File: config.mk
export PLATFORM = sky130hd
export DESIGN_NAME = pad_in_conditioner_flat
export DESIGN_NICKNAME = d
export VERILOG_FILES = /design/src/rtl/pad_in_conditioner_if.sv /design/src/rtl/pad_in_conditioner.sv /design/src/flat_wrapper.sv
export SDC_FILE = /design/constraint.sdc
export NUM_CORES = 1
export LEC_CHECK = 0
export BUFFER_PORTS_ARGS = -buffer_cell sky130_fd_sc_hd__buf_4
export CORE_ASPECT_RATIO = 0.9
export CORE_UTILIZATION = 50
export DETAILED_ROUTE_END_ITERATION = 8
export PLACE_DENSITY = 0.75
export RECOVER_POWER = 25
export REMOVE_ABC_BUFFERS = 1
export SYNTH_ARGS = -nofsm -noshare
export SYNTH_HDL_FRONTEND = slang
export SYNTH_SLANG_ARGS = --single-unit
File: constraint.sdc
create_clock -name clk -period 3.38 [get_ports clk]
set_input_delay 0.676 -clock clk [delete_from_list [all_inputs] [get_ports clk]]
set_output_delay 0.676 -clock clk [all_outputs]
set_load 0.05 [all_outputs]
File: src/rtl/pad_in_conditioner_if.sv
// Pad-side signal bundle of the input conditioner: raw pad inputs in,
// synchronised/debounced levels, edge pulses and the sequenced core reset out.
interface pad_in_conditioner_if #(
    parameter int NCH = 4
);
    logic           rst_pad_n_i;
    logic [NCH-1:0] din_i;
    logic [NCH-1:0] dout_o;
    logic [NCH-1:0] rise_o;
    logic [NCH-1:0] fall_o;
    logic           core_rst_n_o;

    modport master (
        output rst_pad_n_i, din_i,
        input  dout_o, rise_o, fall_o, core_rst_n_o
    );

    modport slave (
        input  rst_pad_n_i, din_i,
        output dout_o, rise_o, fall_o, core_rst_n_o
    );
endinterface

File: src/rtl/pad_in_conditioner.sv
// Synchronises raw pad reset and control inputs into the core clock domain,
// debounces each control channel and sequences a clean core reset.
module pad_in_conditioner #(
    parameter int NCH             = 4,
    parameter int SYNC_STAGES     = 2,
    parameter int DEBOUNCE_CYCLES = 16,
    parameter int RST_HOLD_CYCLES = 64
) (
    input  logic                 clk,
    input  logic                 rst,
    pad_in_conditioner_if.slave  pads
);

    localparam int CW = $clog2(DEBOUNCE_CYCLES + 1);
    localparam int RW = $clog2(RST_HOLD_CYCLES + 1);
    localparam logic [CW-1:0] CNT_LAST  = CW'(DEBOUNCE_CYCLES - 1);
    localparam logic [RW-1:0] RCNT_LAST = RW'(RST_HOLD_CYCLES);

    typedef enum logic [1:0] {HOLD, COUNT, RUN} state_t;

    logic [SYNC_STAGES-1:0][NCH-1:0] din_sync;
    logic [SYNC_STAGES-1:0]          rst_sync;
    logic [NCH-1:0]                  s_din;
    logic                            s_rst;

    logic [NCH-1:0] dout_q, rise_q, fall_q;
    logic [CW-1:0]  cnt [NCH];

    state_t        state_q, state_d;
    logic [RW-1:0] rcnt_q, rcnt_d;
    logic          core_rst_n_q;

    // NOTE: sequential state uses non-blocking (<=) so every flop samples
    // pre-edge values; blocking here would collapse the synchroniser chain.
    always_ff @(posedge clk) begin
        if (rst) begin
            din_sync <= '0;
            rst_sync <= '0;
        end else begin
            din_sync <= {din_sync[SYNC_STAGES-2:0], pads.din_i};
            rst_sync <= {rst_sync[SYNC_STAGES-2:0], pads.rst_pad_n_i};
        end
    end

    assign s_din = din_sync[SYNC_STAGES-1];
    assign s_rst = rst_sync[SYNC_STAGES-1];

    // NOTE: the per-channel counter array is reset explicitly; it is a handful
    // of flops, not a RAM, and a stale count would leak a pulse after rst.
    always_ff @(posedge clk) begin
        if (rst) begin
            dout_q <= '0;
            rise_q <= '0;
            fall_q <= '0;
            for (int i = 0; i < NCH; i++) cnt[i] <= '0;
        end else begin
            rise_q <= '0;
            fall_q <= '0;
            for (int i = 0; i < NCH; i++) begin
                if (s_din[i] == dout_q[i]) begin
                    cnt[i] <= '0;
                end else if (cnt[i] == CNT_LAST) begin
                    dout_q[i] <= s_din[i];
                    rise_q[i] <= s_din[i];
                    fall_q[i] <= ~s_din[i];
                    cnt[i]    <= '0;
                end else begin
                    cnt[i] <= cnt[i] + CW'(1);
                end
            end
        end
    end

    // NOTE: every always_comb output gets a default first, so no path can
    // leave a signal unassigned and infer a latch.
    always_comb begin
        state_d = state_q;
        rcnt_d  = rcnt_q;
        unique case (state_q)
            HOLD: begin
                rcnt_d = '0;
                if (s_rst) begin
                    state_d = COUNT;
                    rcnt_d  = RW'(1);
                end
            end
            COUNT: begin
                if (!s_rst) begin
                    state_d = HOLD;
                    rcnt_d  = '0;
                end else if (rcnt_q == RCNT_LAST) begin
                    state_d = RUN;
                end else begin
                    rcnt_d = rcnt_q + RW'(1);
                end
            end
            RUN: begin
                if (!s_rst) begin
                    state_d = HOLD;
                    rcnt_d  = '0;
                end
            end
            default: begin
                state_d = HOLD;
                rcnt_d  = '0;
            end
        endcase
    end

    // Core reset is a flop decoded from the next state, so it changes on the
    // same edge as the state and never sees a pad combinationally.
    always_ff @(posedge clk) begin
        if (rst) begin
            state_q      <= HOLD;
            rcnt_q       <= '0;
            core_rst_n_q <= 1'b0;
        end else begin
            state_q      <= state_d;
            rcnt_q       <= rcnt_d;
            core_rst_n_q <= (state_d == RUN);
        end
    end

    assign pads.dout_o       = dout_q;
    assign pads.rise_o       = rise_q;
    assign pads.fall_o       = fall_q;
    assign pads.core_rst_n_o = core_rst_n_q;

endmodule
File: src/flat_wrapper.sv
// flat-port wrapper written by rule: the top's interface ports become plain ports
module pad_in_conditioner_flat 
#(
    parameter int NCH             = 4,
    parameter int SYNC_STAGES     = 2,
    parameter int DEBOUNCE_CYCLES = 16,
    parameter int RST_HOLD_CYCLES = 64
)
  (clk, rst, pads_rst_pad_n_i, pads_din_i, pads_dout_o, pads_rise_o, pads_fall_o, pads_core_rst_n_o);
  pad_in_conditioner_if #(.NCH(NCH)) pads_i ();
  input  logic clk;
  input  logic rst;
  input wire logic [$bits(pads_i.rst_pad_n_i)-1:0] pads_rst_pad_n_i;
  input wire logic [$bits(pads_i.din_i)-1:0] pads_din_i;
  output wire logic [$bits(pads_i.dout_o)-1:0] pads_dout_o;
  output wire logic [$bits(pads_i.rise_o)-1:0] pads_rise_o;
  output wire logic [$bits(pads_i.fall_o)-1:0] pads_fall_o;
  output wire logic [$bits(pads_i.core_rst_n_o)-1:0] pads_core_rst_n_o;
  assign pads_i.rst_pad_n_i = pads_rst_pad_n_i;
  assign pads_i.din_i = pads_din_i;
  assign pads_dout_o = pads_i.dout_o;
  assign pads_rise_o = pads_i.rise_o;
  assign pads_fall_o = pads_i.fall_o;
  assign pads_core_rst_n_o = pads_i.core_rst_n_o;
  pad_in_conditioner #(.NCH(NCH), .SYNC_STAGES(SYNC_STAGES), .DEBOUNCE_CYCLES(DEBOUNCE_CYCLES), .RST_HOLD_CYCLES(RST_HOLD_CYCLES)) u_core (.clk(clk), .rst(rst), .pads(pads_i));
endmodule
======== After elaboration in Yosys (flattened, before gate mapping) ========
Memory sizes are Yosys's and may differ from the RTL's.
Index checks and enable logic that the tools add are counted.
word-level totals
  bits in writable memories ............... 20
  output and inout bits ................... 13
  bits in registers ....................... 32
  input bits .............................. 7
  logic and storage cells ................. 140
  memories ................................ 1
memory list
  memory      words  bits a word  rd ports  clocked after Yosys merged registers in  wr ports  line                      RTL
  u_core.cnt  4      5            4         0                                        4         pad_in_conditioner.sv:27  logic [CW-1:0] cnt [NCH];
cells by class
  bitwise gates (word level) .............. 24
  eq/ne operators ......................... 14
  reduce and logical (&&, ||, !) cells .... 10
  multiplexer cells ....................... 68
  $add $sub $neg .......................... 5
operators with widths
  kind                                                                   count
  5-bit two-way mux                                                      12
  1-bit two-way mux                                                      47
  7-bit two-way mux                                                      3
  7-bit one-hot mux with 3 select lines                                  1
  5-bit by 1-bit adder with 5-bit output, second input constant          4
  5-bit by 4-bit equality test with 1-bit output, second input constant  4
  1-bit inverter                                                         12
  1-bit bitwise OR                                                       12
  3-bit OR reduction                                                     4
  2-bit AND reduction                                                    5
  2-bit two-way mux                                                      4
  7-bit by 1-bit adder with 7-bit output, second input constant          1
  7-bit equality test, second input constant                             1
  2-bit one-hot mux with 3 select lines                                  1
  1-bit equality test                                                    4
  2-bit equality test, second input constant                             2
  3-bit != test, second input constant                                   1
  2-bit by 1-bit equality test with 1-bit output, second input constant  1
  2-bit logical NOT                                                      1
  2-bit != test, second input constant                                   1

======== Longest topological paths before layout ========
An unclocked memory read counts as a cell.
  depth after elaboration ................. 8
  gate-level depth with buffers ........... 6
  gate-level depth less buffers ........... 6

======== Worst setup path before layout ========
Ideal clock, no wire load.
  kind .................................... register to register
  start point ............................. mem u_core.cnt[0][0] (netlist name)
  end point ............................... mem u_core.cnt[0][2] (netlist name) (data pin)
  stages on the path, launching flop included .. 6
  clock period less this slack ............ 1685 ps
  library setup time ...................... 139 ps
  path slack .............................. 1695 ps
  required time ........................... 3241 ps
  arrival ................................. 1546 ps
  path buffers ............................ 0
  cells stage by stage .................... edfxtp_1 ha_1 and3_1 ha_1 or3_1 nor2_1
RTL lines
  item         line
  from (decl)  pad_in_conditioner.sv:27

==> impl_metrics.tcl <==
set metrics [dict create \
    status "completed" \
    rsz0062_at_grt "false" \
    yosys.area_share.adder_pct 5.86 \
    clk_latency_ns 0.30 \
    cts_sinks 52 \
    cap_violations 0 \
    grt_pass1_vias 1380 \
    grt_pass1_wl_um 5800 \
    postCtsSetupBuffers 0 \
    end_kind "flop" \
    io_pins 20 \
    hold_buffers 0 \
    crit_arrival_ns 2.22 \
    avgViaCountPerCell 4.92 \
    place_congestion 0.808 \
    numCtsBuffers 5 \
    synth_cell_types 29 \
    drt_iter0_markers 59 \
    yosysWarnings 0 \
    route.met2.wl_um 1430 \
    fin_cells 284 \
    clk_path_buf_depth 2 \
    critPathMaxFanout 28 \
    synth_compound_area_share_pct 3.93 \
    die_area_um2 4540 \
    cts_max_level 2 \
    core-area_um2 4070 \
    skew_ns 0.00301 \
    hold_viol 0 \
    whs_ns 0.443 \
    pre_cts_slack_ns 1.56 \
    fin_nets 252 \
    syn_inst 193 \
    synth_area_um2 2140 \
    cts-root-buf "clkbuf_8" \
    placed_cells 276 \
    cp-start-kind "input port" \
    clkTransAtPathRegs_ns 0.09 \
    worst_slew_pin_slew_ns 1.06 \
    crit_required_ns 3.58 \
    highest_layer "met4" \
    drc 0 \
    grt_usage_pct 16.6 \
    num_vias 1396 \
    power_density_nw_per_um2 463 \
    finalCritPeriodShare_pct 59.8 \
    avgSynthCellArea_um2 11.1 \
    ys_ff_latch 52 \
    critical_path_class "in -> reg" \
    diodes 0 \
    drt-total-wl_um 3190 \
    finalWorstSetupSlack_ns 1.36 \
    synthMuxAreaShare_pct 2.34 \
    routed-wl-met3_um 131 \
    seqCellArea_um2 1240 \
    dr.pass1.iters 6 \
    fmax_ghz 0.494 \
    drive_gt1_share_pct 11.4 \
    die_w_um 70.9 \
    relSlewSlack_pct 29.3 \
    multi_input_area_um2 917 \
    synth_top_family_by_area "simple AND/OR/NAND/NOR gates" \
    seq_area_frac_synth_pct 58.1 \
    fill_cells 339 \
    wl_met1_um 1580 \
    peakVddDrop_v 0.000308 \
    grt-ovfl-total 0 \
    synth-xor-area-share_pct 4.92 \
    fp-row-count 22 \
    antenna_found_initial 0 \
    setup_violations 0 \
    yosys.area_share.simple_pct 22.4 \
    area_growth_pct 17.8 \
    setup_tns_ns 0 \
    cts_tree "built" \
    post_cts_resized 0 \
    post-route-min-period_ns 2.02 \
    drv_slew 0 \
    grt_max_degree 29 \
    initial_core_util_pct 52.4 \
    wl_per_cell_um 11.2 \
    port-buffer-count 19 \
    die_y_um 64.0 \
    p_leak_nw 1.00 \
    hpwlAfterDp_um 2260 \
    antenna_left 0 \
    hold_path.class "reg -> reg" \
]
-- cell type report --
| cell class | instances | area share [%] |
|---|---|---|
| sequential | 52 | 49.3 |
| multi-input combinational | 147 | 36.4 |
| timing repair buffer | 19 | 5.52 |
| clock buffer | 6 | 3.28 |
| inverter | 10 | 1.49 |
| tap | 48 | 2.39 |
| clock inverter | 2 | 1.54 |
-- cells in the final DEF, fill, tap and decap left out --
cell type,n
a21boi_0,1
a21oi_1,3
a22o_1,1
a31oi_1,3
and3_1,6
buf_4,18
bufinv_16,1
clkbuf_1,1
clkbuf_8,6
clkinv_4,1
conb_1,20
dfxtp_1,32
edfxtp_1,20
ha_1,10
inv_1,10
mux2i_1,5
nand2_1,6
nand2b_1,2
nand3_1,9
nand3b_1,1
nand4bb_1,1
nor2_1,32
nor2b_1,12
nor3_2,1
nor3b_1,1
nor4bb_1,8
o21ai_0,5
o41ai_1,1
or3_1,5
or4_1,1
or4b_1,1
xnor2_1,8
xor2_1,4
-- final timing paths --
check,slack (ns),to,startpoint,cells past startpoint
hold reg to reg,0.44,u_core.s_din[2]$_SDFF_PP0_,u_core.din_sync[2]$_SDFF_PP0_,1
hold / removal,0.44,u_core.s_din[2]$_SDFF_PP0_,u_core.din_sync[2]$_SDFF_PP0_,1
setup / recovery,1.36,u_core.rcnt_q[0]$_SDFFE_PP0P_,rst,4
setup reg to reg,1.55,u_core.cnt[0][2]$_SDFFCE_PN0P_,u_core.cnt[0][0]$_SDFFCE_PN0P_,5
-- metrics by stage --
stage / utilization, % / power [mW] / instance area [um^2]
3_3_place_gp: 58.9 / 0.731 / 2400
6_report: 61.8 / 1.16 / 2520
3_5_place_dp: 58.9 / 0.734 / 2400
5_1_grt: 61.8 / 1.22 / 2520
4_1_cts: 61.9 / 1.18 / 2520
2_1_floorplan: - / 0.717 / 2200
-- Yosys cell counts (all sizes together) --
cell type   n  area share (%)
clkbuf      3            0.53
nand2       6             1.1
nand3b      1            0.35
inv        10             1.8
a21boi      1            0.35
nor2b      12             3.5
edfxtp     20              28
o21ai       5             1.2
conb        1            0.18
or4         1            0.35
nor4bb      8             3.7
nand2b      2            0.59
a22o        1            0.41
mux2i       5             2.3
nand4bb     1            0.53
ha         10             5.9
xor2        4             1.6
a31oi       3            0.88
nor2       32             5.6
a21oi       3            0.70
nand3       9             2.1
xnor2       8             3.3
nor3b       1            0.35
o41ai       1            0.41
or4b        1            0.47
nor3        1            0.47
and3        6             1.8
dfxtp      32              30
or3         5             1.5
-- per-layer routing --
layer	GRT usage [%]	up-vias
met5	0	-
met4	7.50	0
met3	4.89	6
met2	26.9	20
met1	20.6	632
li1	-	738
-- state kept, by name, summed over array words and instances, names as in the netlist --
signal / flops
u_core.cnt: 20
u_core.rcnt_q: 7
u_core.din_sync: 4
u_core.pads.dout_o: 4
u_core.pads.fall_o: 4
u_core.pads.rise_o: 4
u_core.s_din: 4
u_core.rst_sync: 2
u_core.state_q: 2
u_core.pads.core_rst_n_o: 1
-- worst max-delay path, cell delays in order --
cell,delay [ns]
clkbuf_1,0.76
nand2b_1,0.44
nor2_1,0.11
a22o_1,0.23
-- cells by family after synthesis --
kind of cell               after synthesis
and+or+nand+nor                         86
DFF                                     52
AOI/OAI and AO/OA                       14
buffers and inverters                   13
xor gates and xnor gates                12
adders and majority gates               10
muxes                                    5
other                                    1
-- where the power goes --
| group | leakage (nW) | switching (mW) | total (mW) | internal [mW] |
|---|---|---|---|---|
| Combinational | 0.474 | 0.0229 | 0.0418 | 0.0189 |
| Sequential | 0.466 | 0.0104 | 0.677 | 0.667 |
| Clock | 0.0614 | 0.204 | 0.446 | 0.242 |
Power figures use the tool's default switching activity.
